==> src/rtl/seven_segment_pkg.sv <==
// Shared definitions for the seven-segment scanner: scan phase type,
// segment bit positions, the logical "all off" pattern and the hex decode table.
package seven_segment_pkg;

  typedef enum logic {
    PH_BLANK = 1'b0,
    PH_DRIVE = 1'b1
  } scan_phase_t;

  // Bit positions inside the 8-bit segment bus {a,b,c,d,e,f,g,dp}
  localparam int SEG_A  = 7;
  localparam int SEG_B  = 6;
  localparam int SEG_C  = 5;
  localparam int SEG_D  = 4;
  localparam int SEG_E  = 3;
  localparam int SEG_F  = 2;
  localparam int SEG_G  = 1;
  localparam int SEG_DP = 0;

  // Logical (active-high) pattern with every segment and dp dark;
  // the board-level inactive level is this XORed with the polarity mask.
  localparam logic [7:0] SEG_LOGIC_OFF = 8'h00;

  // Hex digit to segments a..g, logical active-high, a in bit 6
  function automatic logic [6:0] hex_to_seg(input logic [3:0] d);
    logic [6:0] s;
    case (d)
      4'h0: s = 7'b1111110;
      4'h1: s = 7'b0110000;
      4'h2: s = 7'b1101101;
      4'h3: s = 7'b1111001;
      4'h4: s = 7'b0110011;
      4'h5: s = 7'b1011011;
      4'h6: s = 7'b1011111;
      4'h7: s = 7'b1110000;
      4'h8: s = 7'b1111111;
      4'h9: s = 7'b1111011;
      4'hA: s = 7'b1110111;
      4'hB: s = 7'b0011111;
      4'hC: s = 7'b1001110;
      4'hD: s = 7'b0111101;
      4'hE: s = 7'b1001111;
      default: s = 7'b1000111;
    endcase
    return s;
  endfunction

endpackage

==> src/rtl/seven_segment_scanner_if.sv <==
// Bus between the data path and the scanner. The data side (master) drives
// enable/load/value/dp_in/blank_in; the scanner (slave) drives the pins,
// the slot index, the frame pulse and its scan phase for observation.
//
// Handshake: load is a plain one-cycle strobe with no ready; whatever is on
// value/dp_in/blank_in at a clock edge with load high is captured into the
// pending buffer, unconditionally, whether or not scanning is enabled.
interface seven_segment_scanner_if #(
  parameter int NUM_DIGITS = 4
);
  import seven_segment_pkg::*;

  localparam int IDX_W = (NUM_DIGITS > 1) ? $clog2(NUM_DIGITS) : 1;

  logic                    enable;
  logic                    load;
  logic [4*NUM_DIGITS-1:0] value;
  logic [NUM_DIGITS-1:0]   dp_in;
  logic [NUM_DIGITS-1:0]   blank_in;
  logic [7:0]              seg;
  logic [NUM_DIGITS-1:0]   an;
  logic [IDX_W-1:0]        digit_idx;
  logic                    frame_tick;
  scan_phase_t             phase;

  modport master (
    output enable, load, value, dp_in, blank_in,
    input  seg, an, digit_idx, frame_tick, phase
  );

  modport slave (
    input  enable, load, value, dp_in, blank_in,
    output seg, an, digit_idx, frame_tick, phase
  );

endinterface

==> src/rtl/seven_segment_decoder.sv <==
// Combinational hex digit + decimal point to logical 8-bit segment pattern.
module seven_segment_decoder
  import seven_segment_pkg::*;
(
  input  logic [3:0] digit,
  input  logic       dp,
  output logic [7:0] seg
);

  logic [6:0] code;

  // Place table bits a..g and dp into their bus positions
  always_comb begin
    code        = hex_to_seg(digit);
    seg         = SEG_LOGIC_OFF;
    seg[SEG_A]  = code[6];
    seg[SEG_B]  = code[5];
    seg[SEG_C]  = code[4];
    seg[SEG_D]  = code[3];
    seg[SEG_E]  = code[2];
    seg[SEG_F]  = code[1];
    seg[SEG_G]  = code[0];
    seg[SEG_DP] = dp;
  end

endmodule

==> src/rtl/seven_segment_scanner.sv <==
// Time-multiplexed N-digit seven-segment driver with double-buffered data,
// anti-ghosting blank interval, per-digit dp/blank and leading-zero suppression.
module seven_segment_scanner
  import seven_segment_pkg::*;
#(
  parameter int NUM_DIGITS     = 4,
  parameter int REFRESH_DIV    = 100000,
  parameter int BLANK_CYCLES   = 16,
  parameter int ACTIVE_LOW_SEG = 1,
  parameter int ACTIVE_LOW_AN  = 1,
  parameter int LZ_SUPPRESS    = 0
) (
  input logic                    clk,
  input logic                    reset,
  seven_segment_scanner_if.slave bus
);

  localparam int IDX_W = (NUM_DIGITS > 1) ? $clog2(NUM_DIGITS) : 1;
  localparam int CNT_W = $clog2(REFRESH_DIV);

  localparam logic [CNT_W-1:0]      CNT_LAST  = CNT_W'(REFRESH_DIV - 1);
  localparam logic [CNT_W-1:0]      BLANK_END = CNT_W'(BLANK_CYCLES);
  localparam logic [IDX_W-1:0]      IDX_LAST  = IDX_W'(NUM_DIGITS - 1);
  localparam logic [7:0]            SEG_POL   = (ACTIVE_LOW_SEG != 0) ? 8'hFF : 8'h00;
  localparam logic [NUM_DIGITS-1:0] AN_POL    =
    (ACTIVE_LOW_AN != 0) ? {NUM_DIGITS{1'b1}} : {NUM_DIGITS{1'b0}};
  // With no blank interval the slot starts directly in DRIVE
  localparam scan_phase_t PH_START = (BLANK_CYCLES == 0) ? PH_DRIVE : PH_BLANK;

  logic [CNT_W-1:0]        cnt, cnt_nxt;
  logic [IDX_W-1:0]        idx, idx_nxt;
  scan_phase_t             phase, phase_nxt;
  logic                    slot_end, frame_end;

  logic [4*NUM_DIGITS-1:0] pend_value, act_value;
  logic [NUM_DIGITS-1:0]   pend_dp, act_dp, pend_blank, act_blank;
  logic [NUM_DIGITS-1:0]   lz_dark;
  logic                    zero_run;

  logic [3:0]              cur_digit;
  logic                    cur_dp, cur_dark;
  logic [7:0]              dec_seg;
  logic [7:0]              seg_q;
  logic [NUM_DIGITS-1:0]   an_q;

  // Scan state register: slot counter, digit index and phase
  always_ff @(posedge clk or posedge reset) begin
    if (reset) begin
      cnt   <= '0;
      idx   <= '0;
      phase <= PH_START;
    end else begin
      cnt   <= cnt_nxt;
      idx   <= idx_nxt;
      phase <= phase_nxt;
    end
  end

  // Next scan state; phase follows the counter value it will hold
  always_comb begin
    cnt_nxt   = cnt;
    idx_nxt   = idx;
    phase_nxt = phase;
    slot_end  = 1'b0;
    frame_end = 1'b0;
    if (!bus.enable) begin
      cnt_nxt   = '0;
      idx_nxt   = '0;
      phase_nxt = PH_START;
    end else begin
      slot_end  = (cnt == CNT_LAST);
      frame_end = slot_end && (idx == IDX_LAST);
      if (slot_end) begin
        cnt_nxt = '0;
        idx_nxt = frame_end ? '0 : idx + 1'b1;
      end else begin
        cnt_nxt = cnt + 1'b1;
      end
      phase_nxt = (cnt_nxt < BLANK_END) ? PH_BLANK : PH_DRIVE;
    end
  end

  // Double buffer: load fills pending, the frame boundary publishes it.
  // On a coincident load the old pending is published and the new data waits.
  always_ff @(posedge clk or posedge reset) begin
    if (reset) begin
      pend_value <= '0;
      pend_dp    <= '0;
      pend_blank <= '0;
      act_value  <= '0;
      act_dp     <= '0;
      act_blank  <= '0;
    end else begin
      if (frame_end) begin
        act_value <= pend_value;
        act_dp    <= pend_dp;
        act_blank <= pend_blank;
      end
      if (bus.load) begin
        pend_value <= bus.value;
        pend_dp    <= bus.dp_in;
        pend_blank <= bus.blank_in;
      end
    end
  end

  // Leading-zero mask: walk down from the top digit while digits are zero,
  // not forced blank and carry no dp; digit 0 always stays visible
  always_comb begin
    lz_dark  = '0;
    zero_run = 1'b1;
    for (int i = NUM_DIGITS - 1; i >= 0; i--) begin
      zero_run = zero_run && (act_value[4*i +: 4] == 4'h0) && !act_blank[i] && !act_dp[i];
      if ((i > 0) && (LZ_SUPPRESS != 0)) lz_dark[i] = zero_run;
    end
  end

  assign cur_digit = act_value[4*idx +: 4];
  assign cur_dp    = act_dp[idx];
  assign cur_dark  = act_blank[idx] | lz_dark[idx];

  seven_segment_decoder u_decoder (
    .digit (cur_digit),
    .dp    (cur_dp),
    .seg   (dec_seg)
  );

  // Registered pin drivers with polarity applied as the final XOR
  always_ff @(posedge clk or posedge reset) begin
    if (reset) begin
      seg_q <= SEG_POL ^ SEG_LOGIC_OFF;
      an_q  <= AN_POL;
    end else if (!bus.enable || (phase == PH_BLANK)) begin
      seg_q <= SEG_POL ^ SEG_LOGIC_OFF;
      an_q  <= AN_POL;
    end else begin
      seg_q <= SEG_POL ^ (cur_dark ? SEG_LOGIC_OFF : dec_seg);
      an_q  <= AN_POL ^ (NUM_DIGITS'(1) << idx);
    end
  end

  assign bus.seg        = seg_q;
  assign bus.an         = an_q;
  assign bus.digit_idx  = idx;
  assign bus.frame_tick = frame_end;
  assign bus.phase      = phase;

endmodule

==> src/flat_wrapper.sv <==
// flat-port wrapper written by rule: the top's interface ports become plain ports
module seven_segment_scanner_flat import seven_segment_pkg::*;
#(
  parameter int NUM_DIGITS     = 4,
  parameter int REFRESH_DIV    = 100000,
  parameter int BLANK_CYCLES   = 16,
  parameter int ACTIVE_LOW_SEG = 1,
  parameter int ACTIVE_LOW_AN  = 1,
  parameter int LZ_SUPPRESS    = 0
)
  (clk, reset, bus_enable, bus_load, bus_value, bus_dp_in, bus_blank_in, bus_seg, bus_an, bus_digit_idx, bus_frame_tick, bus_phase);
  seven_segment_scanner_if #(.NUM_DIGITS(NUM_DIGITS)) bus_i ();
  input logic clk;
  input logic reset;
  input wire logic [$bits(bus_i.enable)-1:0] bus_enable;
  input wire logic [$bits(bus_i.load)-1:0] bus_load;
  input wire logic [$bits(bus_i.value)-1:0] bus_value;
  input wire logic [$bits(bus_i.dp_in)-1:0] bus_dp_in;
  input wire logic [$bits(bus_i.blank_in)-1:0] bus_blank_in;
  output wire logic [$bits(bus_i.seg)-1:0] bus_seg;
  output wire logic [$bits(bus_i.an)-1:0] bus_an;
  output wire logic [$bits(bus_i.digit_idx)-1:0] bus_digit_idx;
  output wire logic [$bits(bus_i.frame_tick)-1:0] bus_frame_tick;
  output wire logic [$bits(bus_i.phase)-1:0] bus_phase;
  assign bus_i.enable = bus_enable;
  assign bus_i.load = bus_load;
  assign bus_i.value = bus_value;
  assign bus_i.dp_in = bus_dp_in;
  assign bus_i.blank_in = bus_blank_in;
  assign bus_seg = bus_i.seg;
  assign bus_an = bus_i.an;
  assign bus_digit_idx = bus_i.digit_idx;
  assign bus_frame_tick = bus_i.frame_tick;
  assign bus_phase = bus_i.phase;
  seven_segment_scanner #(.NUM_DIGITS(NUM_DIGITS), .REFRESH_DIV(REFRESH_DIV), .BLANK_CYCLES(BLANK_CYCLES), .ACTIVE_LOW_SEG(ACTIVE_LOW_SEG), .ACTIVE_LOW_AN(ACTIVE_LOW_AN), .LZ_SUPPRESS(LZ_SUPPRESS)) u_core (.clk(clk), .reset(reset), .bus(bus_i));
endmodule
==> config.mk <==
export PLATFORM = sky130hd
export DESIGN_NAME = seven_segment_scanner_flat
export DESIGN_NICKNAME = d
export VERILOG_FILES = /design/src/rtl/seven_segment_pkg.sv /design/src/rtl/seven_segment_scanner_if.sv /design/src/rtl/seven_segment_decoder.sv /design/src/rtl/seven_segment_scanner.sv /design/src/flat_wrapper.sv
export SDC_FILE = /design/constraint.sdc
export NUM_CORES = 1
export LEC_CHECK = 0
export CAP_MARGIN = 30
export CORE_ASPECT_RATIO = 0.5
export CORE_MARGIN = 2
export CORE_UTILIZATION = 45
export DETAILED_ROUTE_END_ITERATION = 10
export HOLD_SLACK_MARGIN = 0.03
export PLACE_DENSITY = 0.74
export SYNTH_ARGS = -nofsm -noshare
export SYNTH_HDL_FRONTEND = slang
export SYNTH_HIERARCHICAL = 1
export SYNTH_SLANG_ARGS = --single-unit
==> constraint.sdc <==
create_clock -name clk -period 2.4 [get_ports clk]
set_input_delay 0.36 -clock clk [delete_from_list [all_inputs] [get_ports clk]]
set_output_delay 0.36 -clock clk [all_outputs]
set_load 0.1 [all_outputs]
---- Yosys cells after proc, flatten, opt, wreduce, memory -nomap -nowiden ----
Memory sizes are Yosys's and may differ from the RTL's.
Cells that the tools add are included.
operators by class
  add/sub/neg operators ................... 2
  $lt $le $gt $ge ......................... 2
  shift-type cells ........................ 2
  bitwise operators ....................... 4
  multiplexer cells ....................... 18
  reductions and logical operators ........ 3
  equal/unequal tests ..................... 3
operators by type and width
  cell                                                         count
  two-way mux 17 bit                                           3
  adder 17 x 1 -> 17 bit, second input constant                1
  == test 17 bit, second input constant                        1
  less-than comparator 17 x 5 -> 1 bit, second input constant  1
  two-way mux 8 bit                                            2
  variable part select 16 x 5 -> 4 bit                         1
  inverter 8 bit                                               1
  binary-select mux 1 bit (select 2 bit)                       3
  two-way mux 1 bit                                            6
  two-way mux 2 bit                                            3
  two-way mux 4 bit                                            1
  inverter 4 bit                                               1
  << shifter 1 x 2 -> 4 bit, first input constant              1
  less-than comparator 2 x 3 -> 1 bit, second input constant   1
  adder 2 x 1 -> 2 bit, second input constant                  1
  == test 2 bit, second input constant                         1
  inequality test 2 x 1 -> 1 bit, second input constant        1
  logical AND 1 bit                                            1
  zero test 1 bit                                              1
  logical OR 1 bit                                             1
  inverter 1 bit                                               1
  bitwise OR 1 bit                                             1
word-level totals
  memories ................................ 1
  output and inout bits ................... 16
  register bits ........................... 80
  bits in read-only memories .............. 112
  word-level logic and storage cells ...... 46
memory list
  name             words  bits a word  rd ports  clocked after Yosys merged registers in  wr ports  line                     source
  (no name shown)  16     7            1         0                                        0         seven_segment_pkg.sv:27  case (d)

---- Depth between registers and ports, before layout ----
  word-level depth ........................ 6
  gate-level depth with buffers ........... 8
  mapped depth without buffers ............ 6

---- Modules after synthesis ----
Netlist, hierarchy kept.
by module, submodules not included
  module                 area each (um^2)  cells an instance  times used
  seven_segment_scanner  3634.7            276                1
  seven_segment_decoder  297.8             34                 1

---- Worst setup path before layout ----
Ideal clock, no wire load.
  path kind ............................... register -> register
  from .................................... register u_core.idx[0], in the netlist u_core/bus.digit_idx[0]
  to ...................................... register u_core.seg_q[4], in the netlist u_core/bus.seg[4]
  library setup time ...................... 0.062 ns
  cell stages (with the launch flop) ...... 8
  period minus slack after synthesis ...... 2.997 ns
  buffers on the path ..................... 1
  data arrival time ....................... 2.935 ns
  setup slack ............................. -0.597 ns
  cells stage by stage .................... dfrtp_1 -> clkbuf_1 -> mux4_2 -> inv_1 -> ha_1 -> inv_1 -> mux4_1 -> nand2_1
on the way
  elaborated cells between the ends (all ways) .. 10
RTL lines
  what                                  line                          source
  from (decl)                           seven_segment_scanner.sv:31   logic [IDX_W-1:0] idx, idx_nxt;
  from (signal assigned)                seven_segment_scanner.sv:54   idx <= idx_nxt;
  variable part select 16 x 5 -> 4 bit  seven_segment_scanner.sv:118  assign cur_digit = act_value[4*idx +: 4];
  named net u_core.cur_digit[1]         seven_segment_scanner.sv:40   logic [3:0] cur_digit;
  memory (16 x 7 bit)                   -
  named net u_core.dec_seg[4]           seven_segment_scanner.sv:42   logic [7:0] dec_seg;
  two-way mux 8 bit                     seven_segment_scanner.sv:137  seg_q <= SEG_POL ^ (cur_dark ? SEG_LOGIC_OFF : dec_seg);
  inverter 8 bit (no source line)       -
  two-way mux 8 bit                     seven_segment_scanner.sv:133  end else if (!bus.enable || (phase == PH_BLANK)) begin
  to (signal assigned)                  seven_segment_scanner.sv:131  seg_q <= SEG_POL ^ SEG_LOGIC_OFF;
  to (signal assigned)                  seven_segment_scanner.sv:134  seg_q <= SEG_POL ^ SEG_LOGIC_OFF;
  to (signal assigned)                  seven_segment_scanner.sv:137
  to (decl)                             seven_segment_scanner.sv:43   logic [7:0] seg_q;
The timed path passes the listed nets, and every way through them passes these cells. The select of a mux whose other input is x is not followed.
A chain may end at the register's enable or synchronous reset.

---- Worst setup path after layout ----
  from .................................... register u_core.cnt[8]
  to ...................................... output port bus_frame_tick
on the way
  cells in the longest elaborated chain, start to end .. 3
ends and longest elaborated chain
  what                    line                         source
  from (decl)             seven_segment_scanner.sv:30  logic [CNT_W-1:0] cnt, cnt_nxt;
  from (signal assigned)  seven_segment_scanner.sv:53  cnt <= cnt_nxt;
  == test 17 bit          seven_segment_scanner.sv:71  slot_end = (cnt == CNT_LAST);
  logical AND 1 bit       seven_segment_scanner.sv:72  frame_end = slot_end && (idx == IDX_LAST);
  two-way mux 1 bit       seven_segment_scanner.sv:66  if (!bus.enable) begin
  to (decl)               flat_wrapper.sv:23           output wire logic [$bits(bus_i.frame_tick)-1:0] bus_frame_tick;
Every way passes these cells.

==> impl_metrics.yaml <==
clock_network:
  cts_root_buf: "clkbuf_16"
  clkTransAtPathRegs_ns: 0.05
  cts_tree: "yes"
  clock_path_buffers: 2
  holdBufCountCts: 0
  htreeDepth: 3
  insertion_delay_ns: 0.34
  numCtsBuffers: 9
  cts.sinks: 80
placed_design:
  numPlacedInstances: 463
  dp_hpwl_mm: 5.29
  io_buffer_count: 43
  gpl.final_weighted_congestion: 0.825
layout:
  n_fill_cell: 701
  num_antenna_cells: 0
  fin_util_pct: 57.1
  nNetsFinal: 407
  area_growth_pct: 24.7
  instances_no_fill: 489
  drive_above_1_share_pct: 35.2
critical_path:
  critPathMaxFanout: 7
  critPathCaptureType: "output port"
  worstPathRequired_ns: 2.04
  critPathArrivalTime_ns: 1.98
  criticalPathCategory: "reg -> out"
  worstSetupStartpointType: "flip-flop"
min_path:
  hp-class: "in -> async"
sta:
  hold_viol: 0
  worstMarginPinSlew_ns: 0.579
  max_slew_margin_pct: 61.3
  period_minus_slack_ns: 2.34
  max_freq_mhz: 428
  setup_viol: 0
  tns_ns: 0
  final-max-slew-violation-count: 0
  rsz0062_at_grt: "true"
  clock_skew_ns: 0.00850
  final_min_period_over_clock_period_pct: 97.3
grt:
  grt_max_degree: 59
  grt-ovfl-total: 0
  grt_pass1_wl_mm: 13.2
  antenna_found_initial: 0
  grt_pass1_vias: 2810
  grtUsageTotal_pct: 18.3
floorplanning:
  pin_count: 44
  coreArea_sq_um: 8590
  die_area_sq_um: 9550
  chipHeight_um: 70.1
  start_util_pct: 45.8
  die_x_um: 136
  rows: 24
power_and_ir_drop:
  p_leak_nw: 2.07
  ir_drop_uv: 359
  clockPowerShare_pct: 46.5
  seq_power_share_pct: 48.3
  p_sw_mw: 0.627
  p_per_area_nw_per_um2: 602
  total_power_mw: 2.95
  power_frac_comb_pct: 5.3
  p_sw_share_pct: 21.2
  intPower_mw: 2.32
drt:
  via_per_inst: 5.28
  ant_nets: 0
  vias: 2580
  dr.pass1.iters: 4
  wire_per_inst_um: 16.1
  wirelength_mm: 7.85
  drt-initial-drc-count: 147
  drc: 0
synth:
  netlist_instances: 310
  synth_nets: 350
  yosysWarnings: 6
  syn_area_sq_um: 3930
  avgSynthCellArea_sq_um: 12.7
  synthFlopType: "dfrtp_1"
  synth.distinct_cells: 48
  synth-edff-count: 0
  synth-async-reset-ratio_pct: 100
  synth_seq_cells: 80
  yosysSeqAreaShare_pct: 51.3
outcome:
  status: "complete, no violations"
run:
  drv_cap: 0
what timing repair did:
action,in CTS,in global routing
gates cloned,1,0
buffers inserted,2,7
gates resized for setup,3,2
pin swaps,1,3
endpoints found under the setup margin,1,1
power by group through the flow:
stage	Combinational (mW)	Clock (mW)	Sequential, mW
2_1_floorplan	0.0857	0	1.44
3_5_place_dp	0.155	0	1.45
4_1_cts	0.159	1.40	1.42
5_1_grt	0.172	1.47	1.43
6_report	0.156	1.37	1.42
3_3_place_gp	0.148	0	1.44
synthesized netlist by cell type (all sizes together) (2+ instances only):
master / instances / area share [%]
nor2: 24 / 2.3
nand4: 7 / 1.1
a31o: 2 / 0.45
nand3: 12 / 1.5
a211oi: 2 / 0.38
nand2b: 2 / 0.32
mux2i: 4 / 1.0
dfstp: 12 / 8.0
mux4: 7 / 4.1
and3: 4 / 0.64
ha: 12 / 3.8
inv: 14 / 1.3
clkbuf: 6 / 0.57
nor3: 7 / 0.89
nand2: 18 / 1.8
dfrtp: 68 / 43
xnor2: 9 / 2.0
a21oi: 5 / 0.64
mux2: 51 / 17
buf: 12 / 2.4
nor4: 2 / 0.70
xor2: 9 / 2.0
and4: 2 / 0.45
registers in the layout, indices dropped and copies added, names as in the netlist:
signal and flops:
u_core/cnt 17, u_core/act_value 16, u_core/pend_value 16, u_core/bus.seg 8, u_core/act_blank 4, u_core/act_dp 4, u_core/bus.an 4, u_core/pend_blank 4
u_core/pend_dp 4, u_core/bus.digit_idx 2, u_core/bus.phase 1
layout by cell type, fill, tap and decap left out, types with 7 or more instances in the layout:
cell type,instances
xor2_1,9
nor2_1,24
buf_4,32
dfrtp_1,65
nand4_1,7
dfstp_2,12
clkbuf_16,9
nand3_1,12
nor3_1,7
ha_1,11
clkdlybuf4s50_1,27
mux2_2,31
nand2_1,17
inv_1,13
mux2_4,20
xnor2_1,9
kinds of logic (layout without fill, tap and decap cells):
family | after synthesis | in the layout | synth area share (%)
AO/OA/AOI/OAI | 20 | 20 | 3.79
XOR/XNOR | 18 | 18 | 4.01
adder cells (fa/ha/maj) | 12 | 12 | 3.82
buffers and inverters | 32 | 94 | 4.26
flip-flops | 80 | 80 | 51.3
multiplexers | 62 | 62 | 21.6
AND/OR/NAND/NOR | 86 | 86 | 11.2
worst max-delay path: stages (launching register included):
cell and delay (ns):
dfrtp_2 0.41, nor4bb_2 0.28, nand4_1 0.21, nor4_4 0.40
buf_12 0.17, buf_12 0.17
metal layers:
metal | GRT usage, % | wire length [um]
met5 | 0 | 0
met4 | 7.06 | 148
met1 | 21.4 | 3310
met2 | 30.5 | 4040
met3 | 7.19 | 348
through the flow:
stage | setup WS (ns) | cell area (sq um) | hold slack (ns)
floorplan | -0.152 | 3940 | 0.447
global placement | 0.274 | 4480 | 0.459
detailed placement | 0.212 | 4480 | 0.473
CTS | 0.0140 | 4840 | 0.428
global route | -0.0435 | 4900 | 0.453
finish | 0.0638 | 4900 | 0.425
final cells by class:
cell class / instances / area, sq um / share of cell area (%)
repair buffers: 64 / 614 / 12.5
inverters: 14 / 56.3 / 1.15
flip-flops and latches: 80 / 2020 / 41.2
clock buffers: 12 / 246 / 5.03
well taps: 117 / 146 / 2.99
clock inverters: 4 / 52.6 / 1.07
multi-input cells: 198 / 1770 / 36.0
final timing paths:
kind	from	end	slack [ns]	cells after the start
min	reset	u_core/cnt[0]	0.42	2
max reg2reg	u_core/cnt[8]	u_core/act_value[11]	0.21	6
min reg2reg	u_core/pend_blank[3]	u_core/act_blank[3]	0.50	1
max	u_core/cnt[8]	bus_frame_tick	0.06	5
max in group asynchronous	reset	u_core/bus.seg[0]	1.28	3
min in group clk	u_core/pend_blank[3]	u_core/act_blank[3]	0.50	1
(Power assumes the default switching activity.)
